**src/rtl/ahb_apb_bridge_ctrl.sv**
```systemverilog
// AHB-Lite slave front end that turns single AHB transfers into APB SETUP/ACCESS sequences.
// Optional macro PSLVERR_EN: an APB slave error completes the AHB transfer with an ERROR response.
module ahb_apb_bridge_ctrl #(
    parameter logic [31:0] BASE_ADDR = 32'h8000_0000,
    parameter int          NSLV      = 4,
    parameter int          SLV_SHIFT = 12,
    parameter int          TIMEOUT   = 16
) (
    input  logic            hclk,
    input  logic            hresetn,
    input  logic [31:0]     haddr,
    input  logic            hwrite,
    input  logic [1:0]      htrans,
    input  logic            hready_in,
    input  logic [31:0]     hwdata,
    output logic            hreadyout,
    output logic            hresp,
    output logic [31:0]     hrdata,
    output logic [31:0]     paddr,
    output logic [31:0]     pwdata,
    output logic            pwrite,
    output logic [NSLV-1:0] psel,
    output logic            penable,
    input  logic [31:0]     prdata,
    input  logic            pready,
    input  logic            pslverr
);

    localparam int TW    = (TIMEOUT > 1) ? $clog2(TIMEOUT) : 1;
    localparam int TLAST = (TIMEOUT > 0) ? TIMEOUT - 1 : 0;
    localparam logic [TW-1:0] TMO_LAST = TW'(TLAST);

    typedef enum logic [2:0] {
        S_IDLE, S_LATCH, S_SETUP, S_ACCESS, S_ERR1, S_ERR2
    } state_t;

    state_t          state;
    logic [NSLV-1:0] sel_q;
    logic [NSLV-1:0] sel_dec;
    logic [31:0]     off;
    logic [31:0]     slot;
    logic            addr_ok;
    logic            accept;
    logic [TW-1:0]   tmo_cnt;
    logic            tmo_hit;
    logic            slv_err;

`ifdef PSLVERR_EN
    assign slv_err = pslverr;
`else
    logic unused_pslverr;
    assign unused_pslverr = pslverr;
    assign slv_err        = 1'b0;
`endif

    always_comb begin
        off     = haddr - BASE_ADDR;
        slot    = off >> SLV_SHIFT;
        addr_ok = (haddr >= BASE_ADDR) && (slot < 32'(NSLV));
        accept  = hready_in && htrans[1];
        sel_dec = '0;
        for (int i = 0; i < NSLV; i++) begin
            sel_dec[i] = addr_ok && (slot == 32'(i));
        end
        tmo_hit = (TIMEOUT != 0) && (tmo_cnt == TMO_LAST) && !pready;
    end

    always_ff @(posedge hclk or negedge hresetn) begin
        if (!hresetn) begin
            state     <= S_IDLE;
            hreadyout <= 1'b1;
            hresp     <= 1'b0;
            hrdata    <= '0;
            paddr     <= '0;
            pwdata    <= '0;
            pwrite    <= 1'b0;
            psel      <= '0;
            penable   <= 1'b0;
            sel_q     <= '0;
            tmo_cnt   <= '0;
        end else begin
            case (state)
                S_IDLE: begin
                    hresp <= 1'b0;
                    if (accept) begin
                        hreadyout <= 1'b0;
                        if (addr_ok) begin
                            paddr  <= haddr;
                            pwrite <= hwrite;
                            sel_q  <= sel_dec;
                            state  <= S_LATCH;
                        end else begin
                            hresp <= 1'b1;
                            state <= S_ERR1;
                        end
                    end
                end
                // hwdata is valid in the first data-phase cycle, which is LATCH
                S_LATCH: begin
                    if (pwrite) pwdata <= hwdata;
                    psel  <= sel_q;
                    state <= S_SETUP;
                end
                S_SETUP: begin
                    penable <= 1'b1;
                    state   <= S_ACCESS;
                end
                S_ACCESS: begin
                    if (pready) begin
                        psel    <= '0;
                        penable <= 1'b0;
                        tmo_cnt <= '0;
                        if (slv_err) begin
                            hresp <= 1'b1;
                            state <= S_ERR1;
                        end else begin
                            if (!pwrite) hrdata <= prdata;
                            hreadyout <= 1'b1;
                            state     <= S_IDLE;
                        end
                    end else if (tmo_hit) begin
                        psel    <= '0;
                        penable <= 1'b0;
                        tmo_cnt <= '0;
                        hresp   <= 1'b1;
                        state   <= S_ERR1;
                    end else begin
                        tmo_cnt <= tmo_cnt + 1'b1;
                    end
                end
                // Two-cycle ERROR: first with hreadyout low, then high
                S_ERR1: begin
                    hreadyout <= 1'b1;
                    state     <= S_ERR2;
                end
                S_ERR2: begin
                    hresp <= 1'b0;
                    state <= S_IDLE;
                end
                default: begin
                    hreadyout <= 1'b1;
                    hresp     <= 1'b0;
                    psel      <= '0;
                    penable   <= 1'b0;
                    state     <= S_IDLE;
                end
            endcase
        end
    end

endmodule

```
**config.mk**
```make
export PLATFORM = sky130hd
export DESIGN_NAME = ahb_apb_bridge_ctrl
export DESIGN_NICKNAME = d
export VERILOG_FILES = /design/src/rtl/ahb_apb_bridge_ctrl.sv
export SDC_FILE = /design/constraint.sdc
export NUM_CORES = 1
export LEC_CHECK = 0
export ABC_AREA = 1
export CAP_MARGIN = 20
export CELL_PAD_IN_SITES_DETAIL_PLACEMENT = 1
export CELL_PAD_IN_SITES_GLOBAL_PLACEMENT = 2
export CORE_ASPECT_RATIO = 0.75
export CORE_MARGIN = 3
export CORE_UTILIZATION = 26
export CTS_BUF_LIST = sky130_fd_sc_hd__clkbuf_4 sky130_fd_sc_hd__clkbuf_8
export CTS_CLUSTER_DIAMETER = 150
export DETAILED_ROUTE_END_ITERATION = 8
export PLACE_DENSITY_LB_ADDON = 0.1
export SYNTH_ARGS = -nofsm -noshare
export SYNTH_HDL_FRONTEND = slang
export SYNTH_SLANG_ARGS = --single-unit
```
**constraint.sdc**
```tcl
create_clock -name hclk -period 1.7 [get_ports hclk]
set_input_delay 0.51 -clock hclk [delete_from_list [all_inputs] [get_ports hclk]]
set_output_delay 0.51 -clock hclk [all_outputs]
set_load 0.05 [all_outputs]
```
# --- Word level (Yosys, flattened, before mapping) ---
# Cells that the tools add are included.
word_totals:
  ff_bits: 115
  latchBits: 0
  ram_bits: 0
  romBits: 0
  word_cells: 77
  memories: 0
classes:
  addsub: 2
  mul: 0
  div: 0
  n_lt_le_gt_ge: 2
  n_eq_ne: 14
  shift: 0
  muxes: 21
  bitwise: 5
  reduce_logical: 22
ops:
  columns: ["operator", "n"]
  rows:
  - ["$eq A20 B2 Y1 const B", 2]
  - ["$ge A32 B32 Y1 const B", 1]
  - ["$logic_not A32 Y1", 1]
  - ["$sub A32 B32 Y32 const B", 1]
  - ["$eq A20 B1 Y1 const B", 1]
  - ["$lt A20 B3 Y1 const B", 1]
  - ["$mux W4", 4]
  - ["$pmux W3 S5", 1]
  - ["$mux W3", 4]
  - ["$pmux W4 S3", 1]
  - ["$reduce_and A3 Y1", 4]
  - ["$pmux W1 S3", 3]
  - ["$mux W1", 8]
  - ["$ne A2 B2 Y1 const B", 4]
  - ["$reduce_and A2 Y1", 4]
  - ["$reduce_or A4 Y1", 2]
  - ["$logic_and A1 B1 Y1", 7]
  - ["$eq A3 B2 Y1 const B", 2]
  - ["$eq A3 B3 Y1 const B", 2]
  - ["$reduce_or A3 Y1", 2]
  - ["$not A1 Y1", 5]
  - ["$add A4 B1 Y4 const B", 1]
  - ["$eq A4 B4 Y1 const B", 1]
  - ["$eq A3 B1 Y1 const B", 1]
  - ["3 further kinds", 3]

# --- Logic depth before layout (Yosys ltp) ---
# Gate-level depths: netlist of the first run.
logic_depth:
  word_depth: 6
  ltp_mapped: 9
  depth_no_buf: 9

# --- Least setup slack after synthesis of the first run ---
# No wires, ideal clock.
synth_timing:
  path_type: "input port to flip-flop"
  startpoint: "input port haddr[21]"
  endpoint: "register paddr[10]"
  setup_ns: 0.118
  arrival_time_ns: 1.450
  required_ns: 1.582
  setup_slack_ns: 0.132
  stages: 7
  cell_sequence: "nor2_1 > nand3_1 > nor2_2 > nand4_4 > buf_2 > nand2_1 > nand2_1"
synth_via:
  elab_chain_cells: 4
  word_cells_on_any_way: 5
  cone_classes: "add/sub (1); order compare (2); reduce/logical (2)"
synth_lines:
  columns: ["item", "line", "rtl"]
  rows:
  - ["start, declared", "11", "input logic [31:0] haddr,"]
  - ["$sub A32 B32 Y32", "57", "off = haddr - BASE_ADDR;"]
  - ["$lt A20 B3 Y1", "59", "addr_ok = (haddr >= BASE_ADDR) && (slot < 32'(NSLV));"]
  - ["$logic_and A1 B1 Y1 (*)", "59", null]
  - ["$reduce_and A3 Y1 (no source line) (*)", null, null]
  - ["end signal, assigned", "88", "paddr <= haddr;"]
  - ["end, declared", "19", "output logic [31:0] paddr,"]
# Every way passes the cells marked *; elsewhere a longest branch is shown, timed or not.
# A chain may end at the register's enable or synchronous reset.

# --- Worst setup path after layout of the first run ---
layout_timing:
  startpoint: "register hreadyout"
  endpoint: "output port hreadyout"
layout_lines:
  columns: ["item", "line", "rtl"]
  rows:
  - ["start, declared", "16", "output logic hreadyout,"]
  - ["start signal, assigned", "71", "hreadyout <= 1'b1;"]
  - ["start signal, assigned", "86", "hreadyout <= 1'b0;"]
  - ["start signal, assigned", "118", "hreadyout <= 1'b1;"]
# No word-level cell between the ends.

==> out/metrics.cfg, run 1 <==
[outcome]
run_status=completed

[power_and_ir_drop]
power_uw=12100
power_density_mw_per_mm2=1360
ir_drop_uv=925
internal-power_uw=7740
swShare=0.359
sequentialPowerShare=0.320
p_switching_uw=4340
p_comb_frac=0.432
clockPowerShare=0.248
power.leakage_uw=0.00428

[timing]
rsz0062_at_grt=no
setup_viol=0
clock.fmax_ghz=0.610
hold_viol=0
worst_pin_slew_ns=0.419
drv_slew=0
relSlewSlack=0.721
fin_crit_sh=0.964
fin_skew_ns=0.0126
fin_crit_ns=1.64

[critical_path]
slowest_delay_ns=0.56
worstPathCellList=buf_12
cp-end-kind=output pin
path_class=flop to output pin
reg2reg_from=state[1]
arrival_ns=1.13
r2r-end=sel_q[3]
slowest_stage=dfstp_2
ff2ff_path_depth=7
r2r_slack_ns=0.15
crit_required_ns=1.19
start_kind=flop
critPathTopFamily=flip-flops
path_max_fanout=2
crit_buf_inv=1

[detailed_routing]
drt_first_pass_iters=4
finalWirelength_um=13800
wl_met3_um=1080
ant_nets=0
highest_layer=met4
vias=3738
dr_wl_met2_um=6680
viasPerCell=4.17
wl_met1_um=5900
route.detailed.drc=0
wl_per_cell_um=15.4
drt_iter0_markers=155

[die]
start_util=0.268
core_area_mm2=0.0178
die_h_um=123
floorplan.rows=42
die_w_um=162
dieArea_mm2=0.0200
ioPinCount=208

[cts]
cts.sinks=115
path_clk_slew_ns=0.07
cts_tree=yes
cts_buffers=17
clkLatencyLatePin_ns=0.44
post_cts_buffers=0
cts-root-buf=clkbuf_8
htreeDepth=4
clockBufferDepth=2

[synthesis]
synth-seq-cells=115
synthCells=399
yosysWarnings=0
ys_types=28
async_flop_share=1.00
synth_common_cells=dfrtp_1 (114), nand2_1 (112), inv_1 (32)
netlist.area_leader.share=0.600
synth_edf_count=0
syn-cell-area_mm2=0.00475
synth.area.top_cells=dfrtp_1 (60%), mux2_4 (9.5%), nand2_1 (8.8%)
yosysTopAreaCell=dfrtp_1
synthFlopType=dfrtp_1
syn_area_per_cell_um2=11.9
syn-num-nets=504
synth_most_common_cell=dfrtp_1
ys_seq_area_frac=0.606

[placement]
dp_cells=863
port_buffers=205
dpl.hpwl_um=10300
gp_congestion=0.694

[finish]
syn_to_final_growth_pct=86.2
insertedDiodeCount=0
finalNonFillerCells=897
drive_gt1_frac=0.379
finalNetCount=747
fillerInstances=1866

[global_route]
grt_max_degree=73
track_usage=0.141
antenna_found_initial=0
overflow=0
grt_pass1_wl_um=21800
grt_pass1_vias=4137

[flow_run]
maxCapViolCount=0

[hold_path]
hold_path.class=primary input to async pin

-- registers in the layout, indices dropped and copies added (netlist names), 3 cells and up --
name,count
hrdata,32
tmo_cnt,4
pwdata,32
psel,4
state,3
sel_q,4
paddr,32
-- power by group through the flow --
stage / registers (uW) / logic, uW / clock network [uW]
after floorplan: 5190 / 1170 / 0
after global placement: 3890 / 5210 / 0
after detailed placement: 3910 / 5270 / 0
after CTS: 3880 / 5290 / 3100
after global routing: 3950 / 5480 / 3220
final: 3870 / 5220 / 2990
-- area by class of cell --
cell class / count / area (um^2) / share of cell area
inverters: 34 / 128 / 0.0144
clock buffers: 19 / 255 / 0.0288
well taps: 242 / 303 / 0.0342
clock inverters: 13 / 206 / 0.0233
flip-flops and latches: 115 / 2880 / 0.325
multi-input cells: 241 / 1700 / 0.192
repair buffers: 233 / 3380 / 0.382
-- layout by cell type (no fill, tap or decap), types with 2 or more instances in the layout --
cell type        count
nand2_1            112
dfrtp_1            112
buf_12             110
clkdlybuf4s50_1    100
inv_1               32
mux2_2              30
mux2_4              30
buf_4               22
clkbuf_8            18
nor2_1              17
nand3_1             12
o21ai_0              8
nor2_4               5
bufinv_16            5
clkinvlp_4           5
nor2_2               4
mux2_1               4
a21oi_1              4
inv_2                2
nor2_8               2
nand4_4              2
nand3_2              2
nand2_2              2
clkinv_2             2
dfrtp_2              2
-- stage by stage --
stage | worst slack (ns) | utilization | hold WS [ns] | area, um^2 | setup TNS [ns]
global route | 0.000267 | 0.498 | 0.421 | 8850 | 0
global placement | -0.348 | 0.470 | 0.342 | 8350 | -20.00
CTS | 0.0128 | 0.497 | 0.387 | 8820 | 0
detailed placement | -0.423 | 0.470 | 0.345 | 8350 | -22.24
floorplan | 0.132 | - | 0.214 | 4750 | 0
finish | 0.0612 | 0.498 | 0.430 | 8850 | 0
-- logic make-up after synthesis --
kind of cell	count (synthesis)	share of synthesized area
AO/OA/AOI/OAI	13	0.0142
XOR/XNOR	2	0.00368
adder cells (fa/ha/maj)	1	0.00263
buffers and inverters	44	0.0432
flip-flops	115	0.606
multiplexers	64	0.175
AND/OR/NAND/NOR	160	0.156
-- worst max-delay path by stage --
| stage | cells past startpoint | slack, ns | from | endpoint |
|---|---|---|---|---|
| after detailed placement | 9 | -0.42 | haddr[21] | paddr[3] |
| after global placement | 10 | -0.35 | haddr[31] | pwrite |
| after floorplan | 7 | 0.13 | haddr[21] | paddr[10] |
| after global routing | 10 | 0.0003 | haddr[31] | paddr[3] |
| final | 1 | 0.06 | hreadyout | hreadyout |
| after CTS | 1 | 0.01 | pwrite | pwrite |
-- routing by layer --
metal  vias to the layer above  track usage
li1                       1757            -
met2                       110        0.226
met1                      1859        0.171
met4                         0       0.0538
met5                         -            0
met3                        12       0.0596
-- repair_timing --
action,CTS,global route
setup endpoints to repair,0,29
gates resized for setup,0,7
hold buffers,1,0
endpoints found under the hold margin,5,0
Note: power is estimated with default switching activity, not from simulation.
==> run 2, diff against run 1 <==
Settings changed: CORE_UTILIZATION 26 to 40, DONT_BUFFER_PORTS from default to 1.
==> run 2 against run 1 <==
The flow now finishes with violations (negative hold slack); clock power is 9.0% lower; critical endpoint unchanged; first-iteration DRC count is 37% lower; register-to-register slack worse by 0.02 ns; combinational power is 75% lower; flip-flop and latch count stayed put; critical path depth is 1 lower; critical path type unchanged; non-clock buffer count is 223 lower; total power is 23% lower; global-route usage is 1.6 points higher; worst setup slack better by 0.017 ns; wire length is 26% lower; worst hold slack worse by 0.65 ns.
==> out/metrics.cfg, run 2 (synthesized netlist as in run 1, its figures left out) <==
[die]
die_h_um=100  ; -18%
core_area_mm2=0.0113  ; -37%
start_util=0.422  ; +0.154
ioPinCount=208  ; unchanged
floorplan.rows=33  ; -21%
dieArea_mm2=0.0132  ; -34%
die_w_um=132  ; -19%

[timing]
fin_crit_ns=1.62  ; -0.0167 ns
worst_pin_slew_ns=0.517  ; +0.0979 ns
rsz0062_at_grt=no
relSlewSlack=0.655  ; -0.0653
drv_slew=0  ; unchanged
setup_tns_ns=0  ; unchanged
fin_crit_sh=0.954  ; -0.00981
hold_viol=114  ; +114
setup_viol=0  ; unchanged
clock.fmax_ghz=0.616  ; +1.0%
holdWs_ns=-0.217  ; -0.648 ns
fin_skew_ns=0.0113  ; -0.00133 ns

[global_route]
track_usage=0.158  ; +0.0165
grt_max_degree=116  ; +59%
grt_pass1_vias=3133  ; -24%
antenna_found_initial=0  ; unchanged
overflow=0  ; unchanged
grt_pass1_wl_um=16400  ; -25%

[power_and_ir_drop]
p_comb_frac=0.142  ; -0.290
sequentialPowerShare=0.567  ; +0.247
ir_drop_uv=1130  ; +22%
clockPowerShare=0.291  ; +0.043
p_switching_uw=3690  ; -15%
swShare=0.394  ; +0.0350
power_uw=9360  ; -23%
power.leakage_uw=0.00286  ; -33%
power_density_mw_per_mm2=1730  ; +27%
internal-power_uw=5670  ; -27%

[hold_path]
hold_path.class=primary input to async pin

[flow_run]
maxCapViolCount=0  ; unchanged

[finish]
drive_gt1_frac=0.280  ; -0.0989
finish.utilization=0.479  ; -0.0193
fillerInstances=1199  ; -36%
reg_top3=hrdata: 32 flops, paddr: 32 flops, pwdata: 32 flops
final_cell_mix=dfrtp_1 (113), nand2_1 (112), inv_1 (31)
insertedDiodeCount=0  ; unchanged
finalNetCount=523  ; -30%
final_common_cell=dfrtp_1
syn_to_final_growth_pct=13.6

[detailed_routing]
vias=2865  ; -23%
route.detailed.drc=0  ; unchanged
wl_per_cell_um=17.5  ; +13%
ant_nets=0  ; unchanged
drt_iter0_markers=97  ; -37%
viasPerCell=4.89  ; +17%
finalWirelength_um=10200  ; -26%
drt_first_pass_iters=4  ; unchanged

[cts]
htreeDepth=4  ; unchanged
clkLatencyLatePin_ns=0.41  ; -0.03 ns
cts_buffers=17  ; unchanged
post_cts_buffers=0  ; unchanged
clockBufferDepth=2  ; unchanged
cts.sinks=115  ; unchanged
path_clk_slew_ns=0.07  ; about the same
cts-root-buf=clkbuf_8
cts_tree=yes

[placement]
dpl.hpwl_um=7330  ; -29%
port_buffers=0  ; -100%
gp_congestion=0.732  ; +5.5%

[outcome]
failed_checks=negative hold slack
run_status=finished with violations

[critical_path]
path_max_fanout=2  ; unchanged
cp-end-kind=output pin
crit_required_ns=1.19  ; about the same
path_class=flop to output pin
arrival_ns=1.11  ; -0.02 ns
start_kind=flop

-- run 2: final cells by class --
class | instances | area (um^2) | area share
repair buffers | 10 | 100 | 0.0185
well taps | 157 | 196 | 0.0364
multi-input cells | 240 | 1670 | 0.309
flip-flops and latches | 115 | 2880 | 0.533
clock buffers | 20 | 269 | 0.0498
inverters | 34 | 128 | 0.0236
clock inverters | 10 | 158 | 0.0292
-- run 2: final timing paths --
path                             end  slack (ns)  depth (start not counted)  startpoint
min                         paddr[9]       -0.22                          0     hresetn
max in group asynchronous  hreadyout        1.63                          0     hresetn
max reg2reg                hreadyout        0.13                          7    state[1]
max                        hreadyout        0.08                          0   hreadyout
min in group hclk           paddr[9]        0.20                          2    haddr[9]
min reg2reg                 sel_q[3]        0.49                          2    sel_q[3]
-- run 2: per-stage QoR --
step,area (um^2),setup WS [ns],std cells
6_report,5400,0.0779,586
5_1_grt,5400,0.00456,586
4_1_cts,5400,0.0356,586
3_5_place_dp,4970,-0.00930,556
3_3_place_gp,4970,0.0385,556
2_1_floorplan,4750,0.132,399
-- run 2: power by group through the flow --
stage	registers, uW	clock network [uW]	logic, uW
after floorplan	5190	0	1170
after global placement	5360	0	1280
after detailed placement	5350	0	1360
after CTS	5330	2820	1350
after global routing	5400	2990	1480
final	5310	2720	1330
-- run 2: what timing repair did --
action,CTS,global route
endpoints found under the setup margin,0,3
hold endpoints to repair,115,114
gates resized for setup,0,2
-- run 2: metal layers --
layer / vias up / track usage / part of all wire / routed length [um]
li1: 1310 / - / - / -
met1: 1417 / 0.191 / 0.41 / 4170
met2: 126 / 0.248 / 0.48 / 4940
met3: 12 / 0.0721 / 0.098 / 999
met4: 0 / 0.0605 / 0.013 / 131
met5: - / 0 / 0 / 0
-- run 2: worst reg2reg max path: cells and delay by family (launching register included) --
kind / cells / cell delay [ns]
buffers and inverters: 2 / 0.22
AND/OR/NAND/NOR: 3 / 0.43
flip-flops: 1 / 0.45
AO/OA/AOI/OAI: 2 / 0.41
